[config.mk]
export PLATFORM = sky130hd
export DESIGN_NAME = alu_arbiter
export DESIGN_NICKNAME = d
export VERILOG_FILES = /design/src/rtl/alu_arbiter_pkg.sv /design/src/rtl/alu_arbiter_rr_arb2.sv /design/src/rtl/alu_arbiter.sv
export SDC_FILE = /design/constraint.sdc
export NUM_CORES = 1
export LEC_CHECK = 0
export BUFFER_PORTS_ARGS = -buffer_cell sky130_fd_sc_hd__buf_2
export CAP_MARGIN = 40
export CORE_ASPECT_RATIO = 0.75
export CORE_MARGIN = 3
export CORE_UTILIZATION = 38
export CTS_CLUSTER_DIAMETER = 50
export DETAILED_ROUTE_END_ITERATION = 8
export GPL_ROUTABILITY_DRIVEN = 0
export GPL_TIMING_DRIVEN = 1
export PLACE_DENSITY = 0.72
export RECOVER_POWER = 50
export REMOVE_ABC_BUFFERS = 1
export SETUP_SLACK_MARGIN = 0.05
export SLEW_MARGIN = 20
export SYNTH_ARGS = -nofsm -noshare
export SYNTH_HDL_FRONTEND = slang
export SYNTH_SLANG_ARGS = --single-unit
[constraint.sdc]
create_clock -name clk -period 4.9 [get_ports clk]
set_input_delay 0 -clock clk [delete_from_list [all_inputs] [get_ports clk]]
set_output_delay 0 -clock clk [all_outputs]
set_load 0.02 [all_outputs]
[src/rtl/alu_arbiter_pkg.sv]
// Shared defaults and FSM encoding for the two-requester ALU arbiter.
package alu_pkg;

  localparam int WIDTH_DEF = 32;
  localparam int OPW_DEF   = 7;
  localparam int FLAGW_DEF = 5;

  typedef logic [1:0] state_t;

  localparam state_t IDLE = 2'd0;
  localparam state_t EXEC = 2'd1;
  localparam state_t RESP = 2'd2;

endpackage

[src/rtl/alu_arbiter_rr_arb2.sv]
// Two-way round-robin grant; the last-grant history is held by the caller.
module rr_arb2 (
  input  logic [1:0] req_valid,
  input  logic       last_grant,
  output logic       grant,
  output logic       grant_valid
);

  always_comb begin
    grant_valid = |req_valid;
    // On a tie the requester that did not win last time goes first.
    if (&req_valid) grant = ~last_grant;
    else            grant = req_valid[1];
  end

endmodule

[src/rtl/alu_arbiter.sv]
// Time-shares one external combinational ALU between two requesters,
// returning each result with its owner ID over a backpressured channel.
module alu_arbiter
  import alu_pkg::*;
#(
  parameter int WIDTH = WIDTH_DEF,
  parameter int OPW   = OPW_DEF,
  parameter int FLAGW = FLAGW_DEF
) (
  input  logic             clk,
  input  logic             rst,
  input  logic [1:0]       req_valid,
  output logic [1:0]       req_ready,
  input  logic [WIDTH-1:0] req0_a,
  input  logic [WIDTH-1:0] req0_b,
  input  logic [OPW-1:0]   req0_opcode,
  input  logic [WIDTH-1:0] req1_a,
  input  logic [WIDTH-1:0] req1_b,
  input  logic [OPW-1:0]   req1_opcode,
  output logic [WIDTH-1:0] alu_a,
  output logic [WIDTH-1:0] alu_b,
  output logic [OPW-1:0]   alu_opcode,
  input  logic [WIDTH-1:0] alu_out,
  input  logic             alu_carry,
  input  logic [FLAGW-1:0] alu_flags,
  output logic             resp_valid,
  input  logic             resp_ready,
  output logic             resp_id,
  output logic [WIDTH-1:0] resp_out,
  output logic             resp_carry,
  output logic [FLAGW-1:0] resp_flags,
  output logic             busy
);

  state_t state;
  state_t state_nxt;
  logic   last_grant;
  logic   owner_p0;
  logic   grant;
  logic   grant_vld;
  logic   can_accept;
  logic   accept;

  rr_arb2 u_arb (
    .req_valid   (req_valid),
    .last_grant  (last_grant),
    .grant       (grant),
    .grant_valid (grant_vld)
  );

  // A slot opens when idle, or when the pending response leaves this cycle.
  always_comb begin
    can_accept = (state == IDLE) || ((state == RESP) && resp_ready);
    accept     = can_accept && grant_vld;
    req_ready  = 2'b00;
    if (accept) req_ready = grant ? 2'b10 : 2'b01;
  end

  always_comb begin
    state_nxt = state;
    case (state)
      IDLE:    if (accept) state_nxt = EXEC;
      EXEC:    state_nxt = RESP;
      RESP:    if (resp_ready) state_nxt = accept ? EXEC : IDLE;
      default: state_nxt = IDLE;
    endcase
  end

  always_ff @(posedge clk or posedge rst) begin
    if (rst) begin
      state      <= IDLE;
      last_grant <= 1'b1;
      owner_p0   <= 1'b0;
    end else begin
      state <= state_nxt;
      if (accept) begin
        last_grant <= grant;
        owner_p0   <= grant;
      end
    end
  end

  // Stage p0: operands registered toward the ALU on accept.
  always_ff @(posedge clk or posedge rst) begin
    if (rst) begin
      alu_a      <= '0;
      alu_b      <= '0;
      alu_opcode <= '0;
    end else if (accept) begin
      alu_a      <= grant ? req1_a      : req0_a;
      alu_b      <= grant ? req1_b      : req0_b;
      alu_opcode <= grant ? req1_opcode : req0_opcode;
    end
  end

  // Stage p1: ALU result captured at the end of the EXEC cycle.
  always_ff @(posedge clk or posedge rst) begin
    if (rst) begin
      resp_out   <= '0;
      resp_carry <= 1'b0;
      resp_flags <= '0;
      resp_id    <= 1'b0;
    end else if (state == EXEC) begin
      resp_out   <= alu_out;
      resp_carry <= alu_carry;
      resp_flags <= alu_flags;
      resp_id    <= owner_p0;
    end
  end

  assign resp_valid = (state == RESP);
  assign busy       = (state != IDLE);

endmodule
==> results.ini, run 1 <==
[logic_synthesis]
synth.ff_latch_count=114
synthTopCellsByArea=dfrtp_1 57%, a221o_1 14%, o31a_1 13%, mux2_2 6.1%, mux2_1 2.5%
yosys.area.top_type=dfrtp_1
yosys.area.top_type_share=0.569
ys_seq_area_frac=0.574
netlist_instances=357
synth_area_per_cell_um2=13.9
yosysWarningCount=0
ys_types=21
syn_area_mm2=0.00497

[placed_design]
hpwl_mm=11.4
io_buffer_count=298

[clocking]
htree_levels=4
cts_num_sinks=114
cts_buffers=17
cts_resized=0
cts.path.max_buffers=2
clockRootBuffer=clkbuf_16
post_cts_buffers=0
hold_buffers=165

[die]
die_height_um=105
die_width_um=138
ios=299
rows=35
initial_core_util=0.397

[run_status]
status=did not finish
haltStage=clock tree synthesis
firstError=[ERROR RSZ-0060] Max buffer count reached.

[stage by stage]
step                setup slack [ps]  hold WS [ps]  std cells  area, um^2   util
detailed placement              2900          11.6        788        6580  0.526
global placement                3020           212        786        6540  0.522
floorplan                       -518           108        314        4750      -
[Yosys cell counts]
cell,count
a2111oi_2,1
a2111oi_4,1
a21oi_1,2
a221o_1,71
buf_1,4
buf_2,1
buf_6,8
clkbuf_1,30
dfrtp_1,113
dfstp_2,1
inv_1,7
mux2_1,11
mux2_2,27
nand2_1,1
nand2b_1,2
nor2_1,1
nor2b_4,1
o21ai_0,2
o31a_1,71
or2_2,1
or3_1,1
[cells by family after synthesis]
kind of cell / after synthesis / synth area share
buf+inv: 50 / 0.0501
mux: 38 / 0.0861
flops: 114 / 0.574
simple gates: 7 / 0.00931
compound gates: 148 / 0.281
==> inputs of run 2 (changes only) <==
--- a/config.mk
+++ b/config.mk
@@ -7,17 +7,14 @@
 export LEC_CHECK = 0
 export BUFFER_PORTS_ARGS = -buffer_cell sky130_fd_sc_hd__buf_2
 export CAP_MARGIN = 40
-export CORE_ASPECT_RATIO = 0.75
 export CORE_MARGIN = 3
-export CORE_UTILIZATION = 38
-export CTS_CLUSTER_DIAMETER = 50
+export CORE_UTILIZATION = 23
 export DETAILED_ROUTE_END_ITERATION = 8
 export GPL_ROUTABILITY_DRIVEN = 0
 export GPL_TIMING_DRIVEN = 1
-export PLACE_DENSITY = 0.72
+export PLACE_DENSITY_LB_ADDON = 0.15
 export RECOVER_POWER = 50
 export REMOVE_ABC_BUFFERS = 1
-export SETUP_SLACK_MARGIN = 0.05
 export SLEW_MARGIN = 20
 export SYNTH_ARGS = -nofsm -noshare
 export SYNTH_HDL_FRONTEND = slang
==> run 2 against run 1 <==
Against the previous run:
- synthesized cell count stayed put
- the run now ends clean
- area after synthesis unchanged
==> results.ini, run 2 <==
[global_route]
grt_max_degree=77
antenna_found_initial=1
grt_pass1_wl_mm=31.3
grt_use_met2=0.276
use_met1=0.198
first_global_vias=5869
gr-usage-met3=0.0612
busiest_layer=met2
grt_usage=0.166
grt_overflow=0

[cells_and_area]
stdcell_count=1113
drive_gt1_frac=0.327
area_delta_synth_final_pct=82.9
reg.largest.list=alu_a x32, alu_b x32, resp_out x32
fin_nets=1009
final_common_cell=buf_2
final_cell_area_mm2=0.00909
post-route-util=0.430
final_cell_mix=195 x buf_2, 182 x dlygate4sd3_1, 112 x dfrtp_1, 103 x clkbuf_1

[logic_synthesis]
synthTopCellsByArea=dfrtp_1 57%, a221o_1 14%, o31a_1 13%, mux2_2 6.1%, mux2_1 2.5%  ; unchanged
ys_seq_area_frac=0.574  ; unchanged
yosys.area.top_type=dfrtp_1  ; unchanged
ys_types=21  ; unchanged
netlist_instances=357  ; unchanged
syn_area_mm2=0.00497  ; unchanged
synth_most_common_cell=dfrtp_1  ; unchanged
synth_area_per_cell_um2=13.9  ; unchanged
yosysWarningCount=0  ; unchanged
yosys.area.top_type_share=0.569  ; unchanged
synth-edff-count=0  ; unchanged
async_reset_ff_frac=1.00  ; unchanged
synth_top_flop_cell=dfrtp_1  ; unchanged
synth.ff_latch_count=114  ; unchanged
synth_common_cells=113 x dfrtp_1, 71 x a221o_1, 71 x o31a_1  ; unchanged

[sta]
worst_slew_pin_slew_ps=1250
max_freq_mhz=383
finalSetupViolations=0
slew_viol_final=0
rsz0062_at_grt=false
period_share=0.532
tns_ps=0
final.setup_skew_ps=11.9
maxSlewHeadroom=0.163
period_needed_ps=2610
hold_viol=0

[die]
design.core.area_mm2=0.0212
die_width_um=153  ; was 138 um
initial_core_util=0.235  ; was 0.397
die_height_um=153  ; was 105 um
ios=299  ; unchanged
dieArea_mm2=0.0234
rows=53  ; was 35

[setup_path]
path_cells=nor2b_4, buf_4, o31a_1, a221o_1, dlygate4sd3_1
crit_path_end_kind=flip-flop
worstReg2RegStart=state[1]$_DFFE_PP0P_
path_delay_family=buffers and inverters
path_buf_inv=2
setup.worst_path.class=flip-flop to flip-flop
cp.arrival_ps=2950
crit_required_ps=5240
slowest_delay_ps=650
start_kind=flip-flop
slowest_stage=buf_4
crit_fanout=52
startpoint=state[1]$_DFFE_PP0P_

[placed_design]
hpwl_mm=12.6  ; was 11.4 mm
io_buffer_count=298  ; unchanged
dp.cells=897  ; was 788
placed_area_mm2=0.00673  ; was 0.00658 mm^2

[routing]
drtIter0Drc=211
ant_nets=0
drt-vias-per-instance=4.73
wire_per_inst_um=17.5
num_vias=5260
first_pass_iters=4
wl_mm=19.5
drc=0

[clocking]
clk_latency_ps=410
clockRootBuffer=clkbuf_16  ; unchanged
cts_buffers=17  ; unchanged
cts_resized=0  ; unchanged
cts.path.max_buffers=2  ; unchanged
cts_tree=done
post_cts_buffers=0  ; unchanged
cts_num_sinks=114  ; unchanged
hold_buffers=182  ; was 165
clkTransAtPathRegs_ps=60
htree_levels=4  ; unchanged

[hold_path]
hold_class=input port to flip-flop
hold_path_startpoint=alu_out[7]

[power_and_ir_drop]
power_density_mw_per_mm2=641
power.leakage_uw=0.00406
worst_ir_drop_vdd_v=0.000225

[run_status]
status=finished, final reports clean  ; was did not finish

[run]
max_cap_violations=0

run 2: worst paths after layout:
check / endpoint / slack, ps / cells after the start
max: alu_a[9]$_DFFE_PP0P_ / 2290 / 5
min: resp_out[7]$_DFFE_PP0N_ / 350 / 3
max reg2reg: alu_a[9]$_DFFE_PP0P_ / 2290 / 5
min reg2reg: resp_id$_DFFE_PP0N_ / 480 / 2
max in group asynchronous: state[0]$_DFFE_PP0P_ / 2990 / 5
min in group asynchronous: resp_out[21]$_DFFE_PP0N_ / 420 / 3
run 2: layout make-up:
cell class	count	area, um^2
Clock inverter	12	179
Inverter	7	27.5
Timing Repair Buffer	491	3330
Antenna cell	1	2.50
Multi-Input combinational cell	193	1890
Fill cell	2036	12100
Sequential cell	114	2860
Clock buffer	20	467
Tap cell	275	344
run 2: power by group:
group          internal [uW]  switching [uW]  total (uW)
combinational           1330            1460        2790
clock                    892             459        1350
sequential              1410             273        1690
run 2: logic make-up (layout without fill, tap and decap cells):
family                 Yosys count  after routing  synth area share
multiplexers                    38             38            0.0861
flip-flops                     114            114             0.574
buffers and inverters           50            530            0.0501
other                            0              1                 0
AO/OA/AOI/OAI                  148            148             0.281
AND/OR/NAND/NOR                  7              7           0.00931
run 2: worst min-delay path, delay by kind of cell:
family   cells  cell delay (ps)
buf+inv      2              610
mux          1              110
run 2: metrics by stage:
stage	total power, uW	hold WS (ps)	worst slack [ps]
after global placement	4020	215	2780
after floorplan	3150	108	-518
after CTS	5960	117	2270
final	5830	353	2290
after detailed placement	4070	10.8	2790
after global routing	6190	328	2110
run 2: routing by layer:
layer	part of all wire	wire length, um
met1	0.42	8200
met5	0.00041	8
met2	0.48	9340
met4	0.016	308
met3	0.083	1630
(Power assumes the default switching activity.)
